### src/rtl/otter_muldiv_pkg.sv
// Shared types and constants for the OTTER EX-stage RV32M multiply/divide sequencer.
package otter_muldiv_pkg;

  localparam int MULDIV_XLEN  = 32;
  localparam int MULDIV_ITERS = MULDIV_XLEN;

  typedef enum logic [1:0] {IDLE, RUN, DONE} muldiv_state_t;

  localparam logic [2:0] F3_MUL    = 3'b000;
  localparam logic [2:0] F3_MULH   = 3'b001;
  localparam logic [2:0] F3_MULHSU = 3'b010;
  localparam logic [2:0] F3_MULHU  = 3'b011;
  localparam logic [2:0] F3_DIV    = 3'b100;
  localparam logic [2:0] F3_DIVU   = 3'b101;
  localparam logic [2:0] F3_REM    = 3'b110;
  localparam logic [2:0] F3_REMU   = 3'b111;

  // Per-instruction context captured at launch.
  typedef struct packed {
    logic [2:0] f3;
    logic       res_neg;
  } muldiv_ctx_t;

  function automatic logic a_signed(input logic [2:0] f3);
    return (f3 == F3_MUL) || (f3 == F3_MULH) || (f3 == F3_MULHSU) ||
           (f3 == F3_DIV) || (f3 == F3_REM);
  endfunction

  function automatic logic b_signed(input logic [2:0] f3);
    return (f3 == F3_MUL) || (f3 == F3_MULH) || (f3 == F3_DIV) || (f3 == F3_REM);
  endfunction

endpackage

### src/rtl/muldiv_sign_adj.sv
// Conditional two's-complement negate: operand magnitude and result sign fix-up.
module muldiv_sign_adj #(
  parameter int W = 32
) (
  input  logic         neg,
  input  logic [W-1:0] din,
  output logic [W-1:0] dout
);
  assign dout = neg ? -din : din;
endmodule

### src/rtl/ex_muldiv_seq.sv
// Iterative RV32M multiply/divide sequencer for the OTTER EX stage (shift-add / restoring).
// Optional MULDIV_FASTZERO_EN: zero-operand cases finish one cycle after launch.
module ex_muldiv_seq
  import otter_muldiv_pkg::*;
#(
  parameter int XLEN = MULDIV_XLEN
) (
  input  logic            CLK,
  input  logic            RST,
  input  logic            start,
  input  logic            flush,
  input  logic [2:0]      funct3,
  input  logic [XLEN-1:0] op_a,
  input  logic [XLEN-1:0] op_b,
  output logic            stall,
  output logic            done,
  output logic [XLEN-1:0] result
);
  localparam int CW = $clog2(XLEN);

  muldiv_state_t   state, nstate;
  muldiv_ctx_t     ctx;
  logic [CW-1:0]   cnt;
  logic [XLEN-1:0] hi, lo, ma, mb;
  logic [XLEN-1:0] abs_a, abs_b, hi_n, lo_n, fin_sel;
  logic [XLEN:0]   sum, sh, diff;
  logic [2*XLEN-1:0] fin_raw, fin;
  logic [2:0]      f;
  logic            sa, sb, launch, launch_neg, fast, fin_neg, last;

  assign sa     = op_a[XLEN-1] & a_signed(funct3);
  assign sb     = op_b[XLEN-1] & b_signed(funct3);
  assign launch = (state == IDLE) && start && !flush;
  assign last   = (cnt == CW'(XLEN-1));

  muldiv_sign_adj #(.W(XLEN))   u_abs_a (.neg(sa), .din(op_a), .dout(abs_a));
  muldiv_sign_adj #(.W(XLEN))   u_abs_b (.neg(sb), .din(op_b), .dout(abs_b));
  muldiv_sign_adj #(.W(2*XLEN)) u_fix   (.neg(fin_neg), .din(fin_raw), .dout(fin));

`ifdef MULDIV_FASTZERO_EN
  assign fast = (op_b == '0) || (!funct3[2] && (op_a == '0));
`else
  assign fast = 1'b0;
`endif

  // Divide-by-zero never flips the quotient; the remainder follows the dividend.
  always_comb begin
    if (funct3[2]) launch_neg = funct3[1] ? sa : ((sa ^ sb) && (op_b != '0));
    else           launch_neg = sa ^ sb;
  end

  // One iteration: hi/lo are product-high/multiplier for mul, remainder/quotient for div.
  always_comb begin
    sum  = {1'b0, hi} + (lo[0] ? {1'b0, ma} : '0);
    sh   = {hi, lo[XLEN-1]};
    diff = sh - {1'b0, mb};
    if (ctx.f3[2]) begin
      hi_n = diff[XLEN] ? sh[XLEN-1:0] : diff[XLEN-1:0];
      lo_n = {lo[XLEN-2:0], ~diff[XLEN]};
    end else begin
      hi_n = sum[XLEN:1];
      lo_n = {sum[0], lo[XLEN-1:1]};
    end
  end

  always_comb begin
    f       = (state == IDLE) ? funct3 : ctx.f3;
    fin_raw = '0;
    fin_neg = 1'b0;
    if (state == IDLE) begin
      if (funct3[2]) begin
        fin_raw = funct3[1] ? {{XLEN{1'b0}}, abs_a} : {{XLEN{1'b0}}, {XLEN{1'b1}}};
        fin_neg = funct3[1] & sa;
      end
    end else if (ctx.f3[2]) begin
      fin_raw = {{XLEN{1'b0}}, (ctx.f3[1] ? hi_n : lo_n)};
      fin_neg = ctx.res_neg;
    end else begin
      fin_raw = {hi_n, lo_n};
      fin_neg = ctx.res_neg;
    end
    fin_sel = (!f[2] && (f[1:0] != 2'b00)) ? fin[2*XLEN-1:XLEN] : fin[XLEN-1:0];
  end

  always_comb begin
    nstate = state;
    stall  = 1'b0;
    done   = 1'b0;
    case (state)
      IDLE: if (launch) begin
        stall  = 1'b1;
        nstate = fast ? DONE : RUN;
      end
      RUN: begin
        stall = 1'b1;
        if (flush)     nstate = IDLE;
        else if (last) nstate = DONE;
      end
      DONE: begin
        done   = !flush;
        nstate = IDLE;
      end
      default: nstate = IDLE;
    endcase
  end

  always_ff @(posedge CLK) begin
    if (RST) begin
      state  <= IDLE;
      cnt    <= '0;
      result <= '0;
      hi     <= '0;
      lo     <= '0;
      ma     <= '0;
      mb     <= '0;
      ctx    <= '0;
    end else begin
      state <= nstate;
      if (launch) begin
        ctx    <= '{f3: funct3, res_neg: launch_neg};
        ma     <= abs_a;
        mb     <= abs_b;
        hi     <= '0;
        lo     <= funct3[2] ? abs_a : abs_b;
        cnt    <= '0;
        if (fast) result <= fin_sel;
      end else if (state == RUN && !flush) begin
        hi  <= hi_n;
        lo  <= lo_n;
        cnt <= cnt + CW'(1);
        if (last) result <= fin_sel;
      end
    end
  end

endmodule

### config.mk
export PLATFORM = sky130hd
export DESIGN_NAME = ex_muldiv_seq
export DESIGN_NICKNAME = d
export VERILOG_FILES = /design/src/rtl/otter_muldiv_pkg.sv /design/src/rtl/muldiv_sign_adj.sv /design/src/rtl/ex_muldiv_seq.sv
export SDC_FILE = /design/constraint.sdc
export NUM_CORES = 1
export LEC_CHECK = 0
export BUFFER_PORTS_ARGS = -buffer_cell sky130_fd_sc_hd__buf_4
export CORE_ASPECT_RATIO = 1.1
export CORE_MARGIN = 2
export CORE_UTILIZATION = 55
export CTS_BUF_LIST = sky130_fd_sc_hd__clkbuf_4 sky130_fd_sc_hd__clkbuf_8
export CTS_CLUSTER_DIAMETER = 40
export DETAILED_ROUTE_END_ITERATION = 8
export HOLD_SLACK_MARGIN = 0.08
export PLACE_DENSITY = 0.73
export SYNTH_ARGS = -nofsm -noshare
export SYNTH_HDL_FRONTEND = slang
export SYNTH_SLANG_ARGS = --single-unit
### constraint.sdc
create_clock -name CLK -period 9.1 [get_ports CLK]
set_input_delay 1.82 -clock CLK [delete_from_list [all_inputs] [get_ports CLK]]
set_output_delay 1.82 -clock CLK [all_outputs]
set_load 0.05 [all_outputs]
Yosys cells after proc, flatten, opt, wreduce, memory -nomap -nowiden
Index checks and enable logic that the tools add are counted.
{"block": "op_classes", "add_sub_neg": 6, "eq_ne": 9, "muxes": 28, "bitwise_logic": 6, "reduce_logical": 21}
{"cell": "$mux 32", "count": 13}
{"cell": "$mux 64", "count": 3}
{"cell": "$neg 32->32", "count": 2}
{"cell": "$neg 64->64", "count": 1}
{"cell": "$add 32x32->33", "count": 1}
{"cell": "$sub 33x32->33", "count": 1}
{"cell": "$reduce_bool 32->1", "count": 1}
{"cell": "$eq 3x3->1 const B", "count": 2}
{"cell": "$logic_or 1x1->1", "count": 6}
{"cell": "$mux 1", "count": 6}
{"cell": "$mux 2", "count": 3}
{"cell": "$add 5x1->5 const B", "count": 1}
{"cell": "$eq 5x5->1 const B", "count": 1}
{"cell": "$logic_and 1x1->1", "count": 5}
{"cell": "$pmux 2 s2", "count": 1}
{"cell": "$reduce_bool 2->1", "count": 2}
{"cell": "$and 1x1->1", "count": 3}
{"cell": "$eq 3x1->1 const B", "count": 1}
{"cell": "$eq 3x2->1 const B", "count": 1}
{"cell": "$logic_not 3->1", "count": 1}
{"cell": "$mux 3", "count": 1}
{"cell": "$ne 3x3->1 const B", "count": 1}
{"cell": "$reduce_and 3->1", "count": 1}
{"cell": "$eq 2x1->1 const B", "count": 1}
{"cell": "9 further kinds", "count": 11}
{"block": "word_totals", "reg_bits": 171, "inputBits": 71, "output_inout_bits": 34}

Depth between registers and ports, before layout
{"block": "logic_depth", "word_depth": 13, "mapped_depth": 22, "ltp_nobuf": 19}

By module
Synthesis repeated with hierarchy kept, for this count alone.
{"block": "unflattened", "hier_cells": 2039, "area_unflattened_um2": 15339.7}
{"mod": "ex_muldiv_seq", "n_inst": 1, "cells_each": 1625, "area_each_um2": 12351.8}
{"mod": "muldiv_sign_adj at u_abs_a ...", "n_inst": 2, "cells_each": 108, "area_each_um2": 767.0}
{"mod": "muldiv_sign_adj at u_fix", "n_inst": 1, "cells_each": 198, "area_each_um2": 1453.9}

Least setup slack after synthesis
OpenSTA, ideal clock, no wires.
{"block": "synth_timing", "path_type": "input-to-reg", "from": "input port op_a[8]", "to": "register result[19]", "setup_ns": 0.081, "arrival_ns": 5.336, "t_required_ns": 9.019, "setup_slack_ns": 3.684, "cell_stages": 13, "n_path_buf": 1, "cell_sequence": "or4_1 > buf_2 > nor4b_4 > nand2_2 > o41ai_2 > xor2_1 > o221ai_2 > a211o_1 > nor4_4 > nand4_4 > or4_1 > or3_1 > a41oi_1"}
{"block": "synth_between", "elab_chain_cells": 8}
{"item": "start, declared", "line": "ex_muldiv_seq.sv:13", "rtl": "input logic [XLEN-1:0] op_a,"}
{"item": "$neg 32->32", "line": "muldiv_sign_adj.sv:9", "rtl": "assign dout = neg ? -din : din;"}
{"item": "$mux 32 *", "line": "muldiv_sign_adj.sv:9"}
{"item": "$mux 32 *", "line": "ex_muldiv_seq.sv:72", "rtl": "fin_raw = funct3[1] ? {{XLEN{1'b0}}, abs_a} : {{XLEN{1'b0}}, {XLEN{1'b1}}};"}
{"item": "$mux 32 *", "line": "ex_muldiv_seq.sv:71", "rtl": "if (funct3[2]) begin"}
{"item": "$mux 64 *", "line": "ex_muldiv_seq.sv:70", "rtl": "if (state == IDLE) begin"}
{"item": "$neg 64->64", "line": "muldiv_sign_adj.sv:9"}
{"item": "$mux 64 *", "line": "muldiv_sign_adj.sv:9"}
{"item": "$mux 32 *", "line": "ex_muldiv_seq.sv:82", "rtl": "fin_sel = (!f[2] && (f[1:0] != 2'b00)) ? fin[2*XLEN-1:XLEN] : fin[XLEN-1:0];"}
{"item": "end signal, assigned", "line": "ex_muldiv_seq.sv:126", "rtl": "if (fast) result <= fin_sel;"}
{"item": "end signal, assigned", "line": "ex_muldiv_seq.sv:131", "rtl": "if (last) result <= fin_sel;"}
{"item": "end, declared", "line": "ex_muldiv_seq.sv:17", "rtl": "output logic [XLEN-1:0] result"}
Every way passes the cells marked *; elsewhere a longest branch is shown, timed or not.
A chain may end at the register's enable or synchronous reset.

Final worst setup path
{"block": "layout_timing", "from": "register lo[31]", "to": "register result[2]"}
{"block": "layout_between", "elab_chain_cells": 9, "elab_cells_between_ends": 11, "cone_classes": "add/sub: 2; mux: 8; bitwise: 1"}
{"item": "start, declared", "line": "ex_muldiv_seq.sv:24", "rtl": "logic [XLEN-1:0] hi, lo, ma, mb;"}
{"item": "start signal, assigned", "line": "ex_muldiv_seq.sv:124", "rtl": "lo <= funct3[2] ? abs_a : abs_b;"}
{"item": "start signal, assigned", "line": "ex_muldiv_seq.sv:129", "rtl": "lo <= lo_n;"}
{"item": "$sub 33x32->33", "line": "ex_muldiv_seq.sv:56", "rtl": "diff = sh - {1'b0, mb};"}
{"item": "$mux 32 or $not 1->1 (tied branches)", "line": "ex_muldiv_seq.sv:58, ex_muldiv_seq.sv:59"}
{"item": "$mux 32", "line": "ex_muldiv_seq.sv:57", "rtl": "if (ctx.f3[2]) begin"}
{"item": "$mux 32", "line": "ex_muldiv_seq.sv:76", "rtl": "fin_raw = {{XLEN{1'b0}}, (ctx.f3[1] ? hi_n : lo_n)};"}
{"item": "$mux 64 *", "line": "ex_muldiv_seq.sv:75", "rtl": "end else if (ctx.f3[2]) begin"}
{"item": "$mux 64 *", "line": "ex_muldiv_seq.sv:70"}
{"item": "$neg 64->64", "line": "muldiv_sign_adj.sv:9"}
{"item": "$mux 64 *", "line": "muldiv_sign_adj.sv:9"}
{"item": "$mux 32 *", "line": "ex_muldiv_seq.sv:82"}
Marks and branches as above.

==> metrics.md <==
| Metric | Value |
|---|---|
| Port buffer count | 104 |
| Post-CTS setup buffer count | 0 |
| Starting Density | 0.557 |
| Yosys top cell area share | 0.203 |
| CTS H-Tree Depth | 4 |
| Critical path required time | 9.51 ns |
| DRT antenna net count | 0 |
| Clock Path Buffers | 2 |
| Setup TNS | 0 ns |
| Post_cts resized | 0 |
| Post-synthesis cell type count | 95 |
| Worst-Skew Late Latency | 0.51 ns |
| Share of layout cells above drive strength 1 | 0.0917 |
| Number of global-route vias before repair | 17500 |
| Max-slew headroom | 0.189 |
| Static Leak | 6.91 nW |
| Hpwl dp | 54.3 mm |
| Synth Area per Inst | 6.93 um^2 |
| WL/cell | 24.7 um |
| Setup CP Type | flip-flop to flip-flop |
| Drt first pass iters | 8 |
| Die area | 32100 um^2 |
| RSZ-0062 raised after global routing | no |
| Status | finished, final reports clean |
| Num CTS Buffers | 17 |
| Synthesized flop and latch total | 171 |
| Number of synthesized flops with an enable pin | 0 |
| Mapped Area | 16900 um^2 |
| CTS clock-pin slew for the worst setup and hold paths | 0.12 ns |
| DR vias | 19200 |
| Layout area overhead | 7.84% |
| Ys flop type | dfxtp_1 |
| First-pass GRT wire length | 105 mm |
| Highest clock rate | 0.148 GHz |
| Largest net degree at the start of global routing | 85 |
| Area of the core | 30300 um^2 |
| Max Slew Vio Count | 0 |
| Hold buffers post-CTS | 0 |
| Fin. Hold Viols | 0 |
| DRC | 0 |
| Gp weighted congestion | 1.06 |
| Data arrival, critical path | 7.18 ns |
| Async SR Flop Fraction | 0 |
| CTS sink count | 171 |
| FILL cells | 3016 |
| Final hold slack | 0.467 ns |
| Seq/Total Area, Yosys | 0.203 |
| Total wire length | 70.4 mm |
| Startpoint Class | flip-flop |
| Max-cap viol count | 0 |
| Initial antenna violation count | 1 |
| Area contributors post-synth | dfxtp_1 (20%), a21oi_1 (7.7%), nand2_1 (6.6%), nor2_1 (6.4%), ha_1 (5.1%) |
| Power Density | 121 nW/um^2 |
| Max rail drop VDD | 97.9 uV |
| Post-layout min period | 6.77 ns |
| Min-delay worst type | flip-flop to flip-flop |
| Gr usage total | 0.429 |
| Synth warnings | 0 |
| Crit. End Element | flip-flop |
| Area leader, netlist | dfxtp_1 |
| Row cnt | 67 |
| Setup Skew | 0.0229 ns |
| # IOs | 105 |
| Root buf cell | clkbuf_8 |
| Post-Syn Nets | 2579 |
| Fin crit share | 0.744 |
| Die Span Y | 188 um |
| Slew of the pin with the lowest slew margin | 1.20 ns |
| Cells after Synth | 2437 |
| Chip width | 171 um |
| Fin nets | 2560 |
| CP max FO | 48 |
| Grt ovf | 0 |
| Final setup fails | 0 |
| Starting DRT DRC Count | 2457 |
| Vias per cell | 6.76 |
| CTS tree | done |
-- Yosys cell counts (41+ instances only) --
cell type / n
a211oi_1: 97
a21oi_1: 260
and2_1: 49
clkbuf_1: 137
dfxtp_1: 171
ha_1: 69
inv_1: 66
mux2i_1: 64
nand2_1: 296
nand3_1: 78
nand4_1: 41
nor2_1: 286
nor3_1: 67
o211ai_1: 60
o21ai_0: 111
xnor2_1: 92
xor2_1: 61
-- power by group --
group	switching [W]	total (W)	internal, W
logic	0.000542	0.000793	0.000251
registers	0.0000367	0.000820	0.000784
clock network	0.000377	0.000588	0.000211
-- metal layers --
metal  vias up  routed length [um]  part of all wire  GRT usage
li1       8852                   -                 -          -
met1      8978               28200              0.40      0.568
met2      1200               30600              0.43      0.660
met3       203                7540              0.11     0.0861
met4         2                3970             0.056      0.215
met5         -                  14           0.00020          0
-- worst max-delay path, stage by stage (launching register included) --
cell and delay (ns):
dfxtp_1 0.58, inv_1 0.09, ha_1 0.23, fa_1 0.42
nand2b_1 0.19, a21oi_1 0.22, o22ai_1 0.26, o21ai_1 0.46
a21oi_4 0.28, xnor2_2 0.20, buf_4 0.33, o41ai_1 1.13
nand4_1 0.69, nor2b_1 0.89, and3_1 0.30, o21ai_0 0.09
a32o_1 0.28
-- through the flow --
| step | cells | power (W) | setup slack (ns) | utilization | instance area, um^2 |
|---|---|---|---|---|---|
| after CTS | 2845 | 0.00216 | 2.66 | 0.600 | 18200 |
| final | 2846 | 0.00220 | 2.33 | 0.600 | 18200 |
| after global routing | 2845 | 0.00228 | 2.13 | 0.600 | 18200 |
| after floorplan | 2437 | 0.00133 | 3.68 | - | 16900 |
| after detailed placement | 2813 | 0.00159 | 2.24 | 0.587 | 17800 |
| after global placement | 2813 | 0.00159 | 2.34 | 0.587 | 17800 |
-- flip-flops by register name, summed over array words and instances (netlist names) --
register and cells:
cnt 5, state 2, mb 32, lo 32, hi 32, ma 32, result 32, ctx 4
-- final timing paths --
check | cells after the start | start | endpoint | slack [ns]
setup / recovery | 16 | lo[31] | result[2] | 2.33
hold / removal | 2 | result[24] | result[24] | 0.47
hold reg to reg | 2 | result[24] | result[24] | 0.47
setup reg to reg | 16 | lo[31] | result[2] | 2.33
-- cell type report --
type                    instances  area (um^2)  share of cell area
multi-input cells            2024        12600               0.691
flip-flops and latches        171         3430               0.188
repair buffers                137         1030              0.0565
well taps                     414          518              0.0284
inverters                      67          251              0.0138
clock buffers                  17          234              0.0128
clock inverters                15          173             0.00948
diodes                          1         2.50            0.000137
-- cells by family after synthesis --
| group | share of synthesized area |
|---|---|
| and+or+nand+nor | 0.267 |
| DFF | 0.203 |
| adders and majority gates | 0.0535 |
| buffers and inverters | 0.0559 |
| AOI/OAI and AO/OA | 0.299 |
| xor gates and xnor gates | 0.0793 |
| muxes | 0.0419 |
-- layout by cell type (no fill, tap or decap), drive strengths merged, types with 16 or more instances in the layout --
cell type	Yosys	layout
nor3	68	68
and3	19	19
nor2	286	286
xor2	61	61
or3	16	16
inv	66	75
ha	69	69
nand4	42	42
nand2	298	298
a211oi	97	97
xnor2	92	92
a21oi	263	263
dfxtp	171	171
mux2i	64	64
o31ai	19	19
and2	49	49
a31oi	30	30
o21ai	118	118
buf	38	137
a21o	30	30
nor4	22	22
nand3	78	78
o211ai	60	60
clkbuf	137	17
Power figures use the tool's default switching activity.
